### src/rtl/card_deal_ctrl_if.sv
// Hand-memory write port of the card dealer: request/ready handshake plus
// player, slot and card fields.
interface card_deal_ctrl_if #(
   parameter int SLOT_W = 2,
   parameter int CARD_W = 4
) ();
   logic              WR_EN;
   logic              WR_READY;
   logic              WR_PLAYER;
   logic [SLOT_W-1:0] WR_SLOT;
   logic [CARD_W-1:0] WR_CARD;

   modport master (
      output WR_EN,
      output WR_PLAYER,
      output WR_SLOT,
      output WR_CARD,
      input  WR_READY
   );

   modport slave (
      input  WR_EN,
      input  WR_PLAYER,
      input  WR_SLOT,
      input  WR_CARD,
      output WR_READY
   );
endinterface

### src/rtl/card_deal_ctrl.sv
// Big 2 card dealer: shuffles with an 8-bit LFSR and writes P1/P2 hands alternately.
// Optional macro FIXED_DEAL_EN swaps the LFSR for a wrapping up-counter (ordered deal).
module card_deal_ctrl #(
   parameter int DECK_SIZE = 16,
   parameter int HAND_SIZE = 4,
   parameter int CARD_W    = 4,
   parameter int SLOT_W    = 2
) (
   input  logic                clka,
   input  logic                RESTART,
   input  logic                CARD_GEN,
   input  logic [7:0]          SEED,
   card_deal_ctrl_if.master    wr,
   output logic                CARD_DONE,
   output logic                BUSY
);

   localparam int CNT_W = $clog2(2*HAND_SIZE + 1);
   localparam logic [CARD_W:0] DECK_LIM = (CARD_W+1)'(DECK_SIZE);
   localparam logic [CNT_W-1:0] LAST_CNT = CNT_W'(2*HAND_SIZE - 1);

   localparam logic [2:0] S_IDLE  = 3'd0;
   localparam logic [2:0] S_LOAD  = 3'd1;
   localparam logic [2:0] S_DRAW  = 3'd2;
   localparam logic [2:0] S_WRITE = 3'd3;
   localparam logic [2:0] S_DONE  = 3'd4;

   logic [2:0]            state_q, state_d;
   logic [2**CARD_W-1:0]  dealt_q, dealt_d;
   logic [CNT_W-1:0]      cnt_q, cnt_d;
   logic                  wr_en_q, wr_en_d;
   logic                  wr_player_q, wr_player_d;
   logic [SLOT_W-1:0]     wr_slot_q, wr_slot_d;
   logic [CARD_W-1:0]     wr_card_q, wr_card_d;
   logic                  done_q, done_d;
   logic                  busy_q, busy_d;
   logic [CARD_W-1:0]     cand;
   logic                  cand_ok;

`ifdef FIXED_DEAL_EN
   logic [CARD_W-1:0] ctr_q, ctr_d;
   assign cand = ctr_q;
`else
   logic [7:0] lfsr_q, lfsr_d;
   assign cand = lfsr_q[CARD_W-1:0];
`endif

   // Bitmap is sized to the full ID space so any candidate indexes it safely.
   assign cand_ok = ({1'b0, cand} < DECK_LIM) && !dealt_q[cand];

   always_comb begin
      state_d     = state_q;
      dealt_d     = dealt_q;
      cnt_d       = cnt_q;
      wr_en_d     = wr_en_q;
      wr_player_d = wr_player_q;
      wr_slot_d   = wr_slot_q;
      wr_card_d   = wr_card_q;
`ifdef FIXED_DEAL_EN
      ctr_d       = ctr_q;
`else
      lfsr_d      = lfsr_q;
`endif
      case (state_q)
         S_IDLE: begin
            if (CARD_GEN) state_d = S_LOAD;
         end
         S_LOAD: begin
            if (!CARD_GEN) begin
               state_d = S_IDLE;
            end else begin
`ifdef FIXED_DEAL_EN
               ctr_d   = SEED[CARD_W-1:0];
`else
               lfsr_d  = (SEED == 8'h00) ? 8'hA5 : SEED;
`endif
               dealt_d = '0;
               cnt_d   = '0;
               state_d = S_DRAW;
            end
         end
         S_DRAW: begin
            if (!CARD_GEN) begin
               state_d = S_IDLE;
            end else begin
`ifdef FIXED_DEAL_EN
               ctr_d = (ctr_q == CARD_W'(DECK_SIZE - 1)) ? '0 : ctr_q + 1'b1;
`else
               lfsr_d = {lfsr_q[6:0], lfsr_q[7] ^ lfsr_q[5] ^ lfsr_q[4] ^ lfsr_q[3]};
`endif
               if (cand_ok) begin
                  wr_card_d   = cand;
                  wr_player_d = cnt_q[0];
                  wr_slot_d   = SLOT_W'(cnt_q >> 1);
                  wr_en_d     = 1'b1;
                  state_d     = S_WRITE;
               end
            end
         end
         S_WRITE: begin
            // Abort takes priority over a handshake completing in the same cycle.
            if (!CARD_GEN) begin
               wr_en_d = 1'b0;
               state_d = S_IDLE;
            end else if (wr.WR_READY) begin
               dealt_d[wr_card_q] = 1'b1;
               cnt_d   = cnt_q + 1'b1;
               wr_en_d = 1'b0;
               state_d = (cnt_q == LAST_CNT) ? S_DONE : S_DRAW;
            end
         end
         S_DONE: begin
            if (!CARD_GEN) state_d = S_IDLE;
         end
         default: begin
            wr_en_d = 1'b0;
            state_d = S_IDLE;
         end
      endcase
      done_d = (state_d == S_DONE);
      busy_d = (state_d == S_LOAD) || (state_d == S_DRAW) || (state_d == S_WRITE);
   end

   always_ff @(posedge clka) begin
      if (RESTART) begin
         state_q     <= S_IDLE;
         dealt_q     <= '0;
         cnt_q       <= '0;
         wr_en_q     <= 1'b0;
         wr_player_q <= 1'b0;
         wr_slot_q   <= '0;
         wr_card_q   <= '0;
         done_q      <= 1'b0;
         busy_q      <= 1'b0;
`ifdef FIXED_DEAL_EN
         ctr_q       <= '0;
`else
         lfsr_q      <= 8'h01;
`endif
      end else begin
         state_q     <= state_d;
         dealt_q     <= dealt_d;
         cnt_q       <= cnt_d;
         wr_en_q     <= wr_en_d;
         wr_player_q <= wr_player_d;
         wr_slot_q   <= wr_slot_d;
         wr_card_q   <= wr_card_d;
         done_q      <= done_d;
         busy_q      <= busy_d;
`ifdef FIXED_DEAL_EN
         ctr_q       <= ctr_d;
`else
         lfsr_q      <= lfsr_d;
`endif
      end
   end

   assign wr.WR_EN     = wr_en_q;
   assign wr.WR_PLAYER = wr_player_q;
   assign wr.WR_SLOT   = wr_slot_q;
   assign wr.WR_CARD   = wr_card_q;
   assign CARD_DONE    = done_q;
   assign BUSY         = busy_q;

endmodule

### src/flat_wrapper.sv
// flat-port wrapper written by rule: the top's interface ports become plain ports
module card_deal_ctrl_flat 
#(
   parameter int DECK_SIZE = 16,
   parameter int HAND_SIZE = 4,
   parameter int CARD_W    = 4,
   parameter int SLOT_W    = 2
)
  (clka, RESTART, CARD_GEN, SEED, CARD_DONE, BUSY, wr_WR_EN, wr_WR_PLAYER, wr_WR_SLOT, wr_WR_CARD, wr_WR_READY);
  card_deal_ctrl_if #(.SLOT_W(SLOT_W), .CARD_W(CARD_W)) wr_i ();
  input  logic clka;
  input  logic RESTART;
  input  logic CARD_GEN;
  input  logic [7:0] SEED;
  output logic CARD_DONE;
  output logic BUSY;
  output wire logic [$bits(wr_i.WR_EN)-1:0] wr_WR_EN;
  output wire logic [$bits(wr_i.WR_PLAYER)-1:0] wr_WR_PLAYER;
  output wire logic [$bits(wr_i.WR_SLOT)-1:0] wr_WR_SLOT;
  output wire logic [$bits(wr_i.WR_CARD)-1:0] wr_WR_CARD;
  input wire logic [$bits(wr_i.WR_READY)-1:0] wr_WR_READY;
  assign wr_WR_EN = wr_i.WR_EN;
  assign wr_WR_PLAYER = wr_i.WR_PLAYER;
  assign wr_WR_SLOT = wr_i.WR_SLOT;
  assign wr_WR_CARD = wr_i.WR_CARD;
  assign wr_i.WR_READY = wr_WR_READY;
  card_deal_ctrl #(.DECK_SIZE(DECK_SIZE), .HAND_SIZE(HAND_SIZE), .CARD_W(CARD_W), .SLOT_W(SLOT_W)) u_core (.clka(clka), .RESTART(RESTART), .CARD_GEN(CARD_GEN), .SEED(SEED), .wr(wr_i), .CARD_DONE(CARD_DONE), .BUSY(BUSY));
endmodule
### config.mk
export PLATFORM = sky130hd
export DESIGN_NAME = card_deal_ctrl_flat
export DESIGN_NICKNAME = d
export VERILOG_FILES = /design/src/rtl/card_deal_ctrl_if.sv /design/src/rtl/card_deal_ctrl.sv /design/src/flat_wrapper.sv
export SDC_FILE = /design/constraint.sdc
export NUM_CORES = 1
export LEC_CHECK = 0
export ABC_CLOCK_PERIOD_IN_PS = 1760
export BUFFER_PORTS_ARGS = -buffer_cell sky130_fd_sc_hd__buf_2
export CORE_ASPECT_RATIO = 1.25
export CORE_MARGIN = 2
export CORE_UTILIZATION = 51
export DETAILED_ROUTE_END_ITERATION = 12
export PLACE_DENSITY_LB_ADDON = 0.12
export SYNTH_ARGS = -nofsm -noshare
export SYNTH_HDL_FRONTEND = slang
export SYNTH_SLANG_ARGS = --single-unit
### constraint.sdc
create_clock -name clka -period 1.76 [get_ports clka]
set_input_delay 0.176 -clock clka [delete_from_list [all_inputs] [get_ports clka]]
set_output_delay 0.176 -clock clka [all_outputs]
set_load 0.005 [all_outputs]
==> results.sh <==
export IMPL_synth_top_cells_by_area="dfxtp_1 (45%), nor2_1 (5.9%), a21oi_1 (5.4%)"
export IMPL_cellPowerDensity_nw_per_um2=818
export IMPL_yosysSeqAreaShare_pct=44.6
export IMPL_endpoint_kind="flip-flop"
export IMPL_dp_hpwl_um=3110
export IMPL_ys_warn_count=0
export IMPL_top_usage_layer="met2"
export IMPL_cp_arrival_ns=1.95
export IMPL_rsz0062_at_grt="true"
export IMPL_fmax_ghz=0.575
export IMPL_start_kind="flip-flop"
export IMPL_remaining_drc_errors=0
export IMPL_finalPower_mw=1.80
export IMPL_clkTransAtPathRegs_ns=0.08
export IMPL_synth_top_cell_by_area="dfxtp_1"
export IMPL_syn_cell_area_um2=1840
export IMPL_ant_nets=0
export IMPL_die_w_um=57.7
export IMPL_hold_viol=0
export IMPL_required_ns=1.97
export IMPL_netlist_instances=211
export IMPL_clock_path_buffers=2
export IMPL_yosysUniqueCellTypes=46
export IMPL_dpl_instance_area_um2=2050
export IMPL_design_area_um2=2200
export IMPL_ys_seq_elements=41
export IMPL_viasPerCell=5.70
export IMPL_ff2ff_setup_slack_ns=0.02
export IMPL_gp_congestion=0.853
export IMPL_synth_edf_count=0
export IMPL_critPathKind="reg2reg"
export IMPL_track_usage_pct=22.4
export IMPL_setup_violations=0
export IMPL_fp_row_count=24
export IMPL_vias=1631
export IMPL_port_buffers=21
export IMPL_antenna_found_initial=0
export IMPL_htreeDepth=2
export IMPL_cts_root_buf="clkbuf_8"
export IMPL_n_antenna_cell=0
export IMPL_clock_latency_ns=0.29
export IMPL_grt_use_met2_pct=38.9
export IMPL_clock_sinks=41
export IMPL_hp_class="in2reg"
export IMPL_grt_met1_usage_pct=27.1
export IMPL_fin_skew_ns=0.00784
export IMPL_tightestPinTransition_ns=0.384
export IMPL_final_cell_mix="dfxtp_1 (40), nor2_1 (29), buf_2 (21)"
export IMPL_synth_flop_cell="dfxtp_1"
export IMPL_period_share_pct=98.9
export IMPL_wl_per_cell_um=14.9
export IMPL_crit_fanout=7
export IMPL_grt_pass1_wl_um=7270
export IMPL_syn_nets=224
export IMPL_drv_cap=0
export IMPL_synth_area_per_cell_um2=8.72
export IMPL_wirelength_um=4280
export IMPL_fin_nets=259
export IMPL_initial_core_util_pct=52.8
export IMPL_drtIter0Drc=58
export IMPL_drt_pass1_iter_count=4
export IMPL_grt_overflow_total=0
export IMPL_die_area_um2=4110
export IMPL_status="complete, no violations"
export IMPL_core_area_um2=3480
export IMPL_cts_inserted_buffers=5
export IMPL_peakVddDrop_uv=925
export IMPL_final_common_cell="dfxtp_1"
export IMPL_cts_tree="yes"
export IMPL_p_leak_nw=0.876
export IMPL_synth_async_reset_ratio_pct=0
export IMPL_drive_gt1_share_pct=22.3
export IMPL_fp_dieH_um=71.2
export IMPL_io_pins=22
export IMPL_synthToLayoutAreaGrowth_pct=19.4
export IMPL_maxSlewHeadroom_pct=74.2
export IMPL_met3_usage_pct=4.94
export IMPL_grt_pass1_vias=1606
export IMPL_final_max_slew_viol_count=0
export IMPL_grt_max_degree=18
export IMPL_netlist_area_leader_share_pct=44.6
export IMPL_finalCriticalPeriod_ns=1.74
-- per-layer routing --
layer / up-vias / share of wire, %
li1: 823 / -
met1: 761 / 44
met2: 35 / 50
met3: 12 / 3.1
met4: 0 / 2.3
met5: - / 0
-- metrics by stage --
step | util, % | TNS (ns) | setup WS, ns | std cells | hold WS, ns
2_1_floorplan | - | 0 | 0.0364 | 211 | 0.338
3_3_place_gp | 58.9 | 0 | 0.0375 | 276 | 0.445
6_report | 63.1 | 0 | 0.0197 | 286 | 0.163
3_5_place_dp | 58.9 | -0.112 | -0.0621 | 276 | 0.456
4_1_cts | 62.0 | 0 | 0.0116 | 284 | 0.162
5_1_grt | 63.1 | -0.0936 | -0.0468 | 286 | 0.161
-- synth_stat cells (4+ instances only) --
library cell and instances:
dfxtp_1 41, nor2_1 29, a21oi_1 20, nand2_1 19
inv_1 9, mux2i_1 8, nand2b_1 8, nand3_1 6
a31oi_1 5, clkbuf_1 5, nor3_1 5, nor2b_1 4
-- logic make-up after synthesis --
kind of cell,Yosys count,share of synthesized area [%]
simple gates,84,22.0
compound gates,52,19.2
flops,41,44.6
buf+inv,19,4.89
mux,10,6.80
xor+xnor,4,1.90
fa+ha+maj,1,0.680
-- final timing paths --
check	start	to	depth (start not counted)
hold reg to reg	u_core.wr.WR_EN	u_core.wr.WR_EN	2
hold / removal	SEED[1]	u_core.lfsr_q[1]	3
setup / recovery	u_core.lfsr_q[0]	u_core.wr.WR_SLOT[0]	5
setup reg to reg	u_core.lfsr_q[0]	u_core.wr.WR_SLOT[0]	5
-- repair_timing --
action,in CTS,in global routing
pin swaps,1,3
hold buffers,0,0
gates resized for setup,2,5
endpoints found under the setup margin,7,7
setup buffers,0,2
-- power breakdown --
part	internal (mW)	total (mW)	switching [mW]
sequential	0.943	0.960	0.0172
clock	0.354	0.666	0.312
combinational	0.0782	0.172	0.0938
total	1.38	1.80	0.423
-- final cells by class --
type,instances,area [um2]
Clock buffer,7,96.3
Clock inverter,1,5.00
Fill cell,303,1290
Inverter,9,33.8
Multi-Input combinational cell,151,948
Sequential cell,41,825
Tap cell,39,48.8
Timing Repair Buffer,38,240
-- critical path, stage by stage, from the launching register on --
cell,delay (ns)
dfxtp_4,0.37
mux4_2,0.56
o22ai_4,0.20
o2111a_1,0.21
buf_6,0.13
mux2i_1,0.20
-- registers in the layout, summed over array words and instances (netlist names) --
signal               cells
u_core.dealt_q          16
u_core.lfsr_q            8
u_core.cnt_q             4
u_core.wr.WR_CARD        4
u_core.state_q           3
u_core.wr.WR_SLOT        2
u_core.BUSY              1
u_core.CARD_DONE         1
u_core.wr.WR_EN          1
u_core.wr.WR_PLAYER      1
No activity file was read; power rests on OpenSTA's default activity.
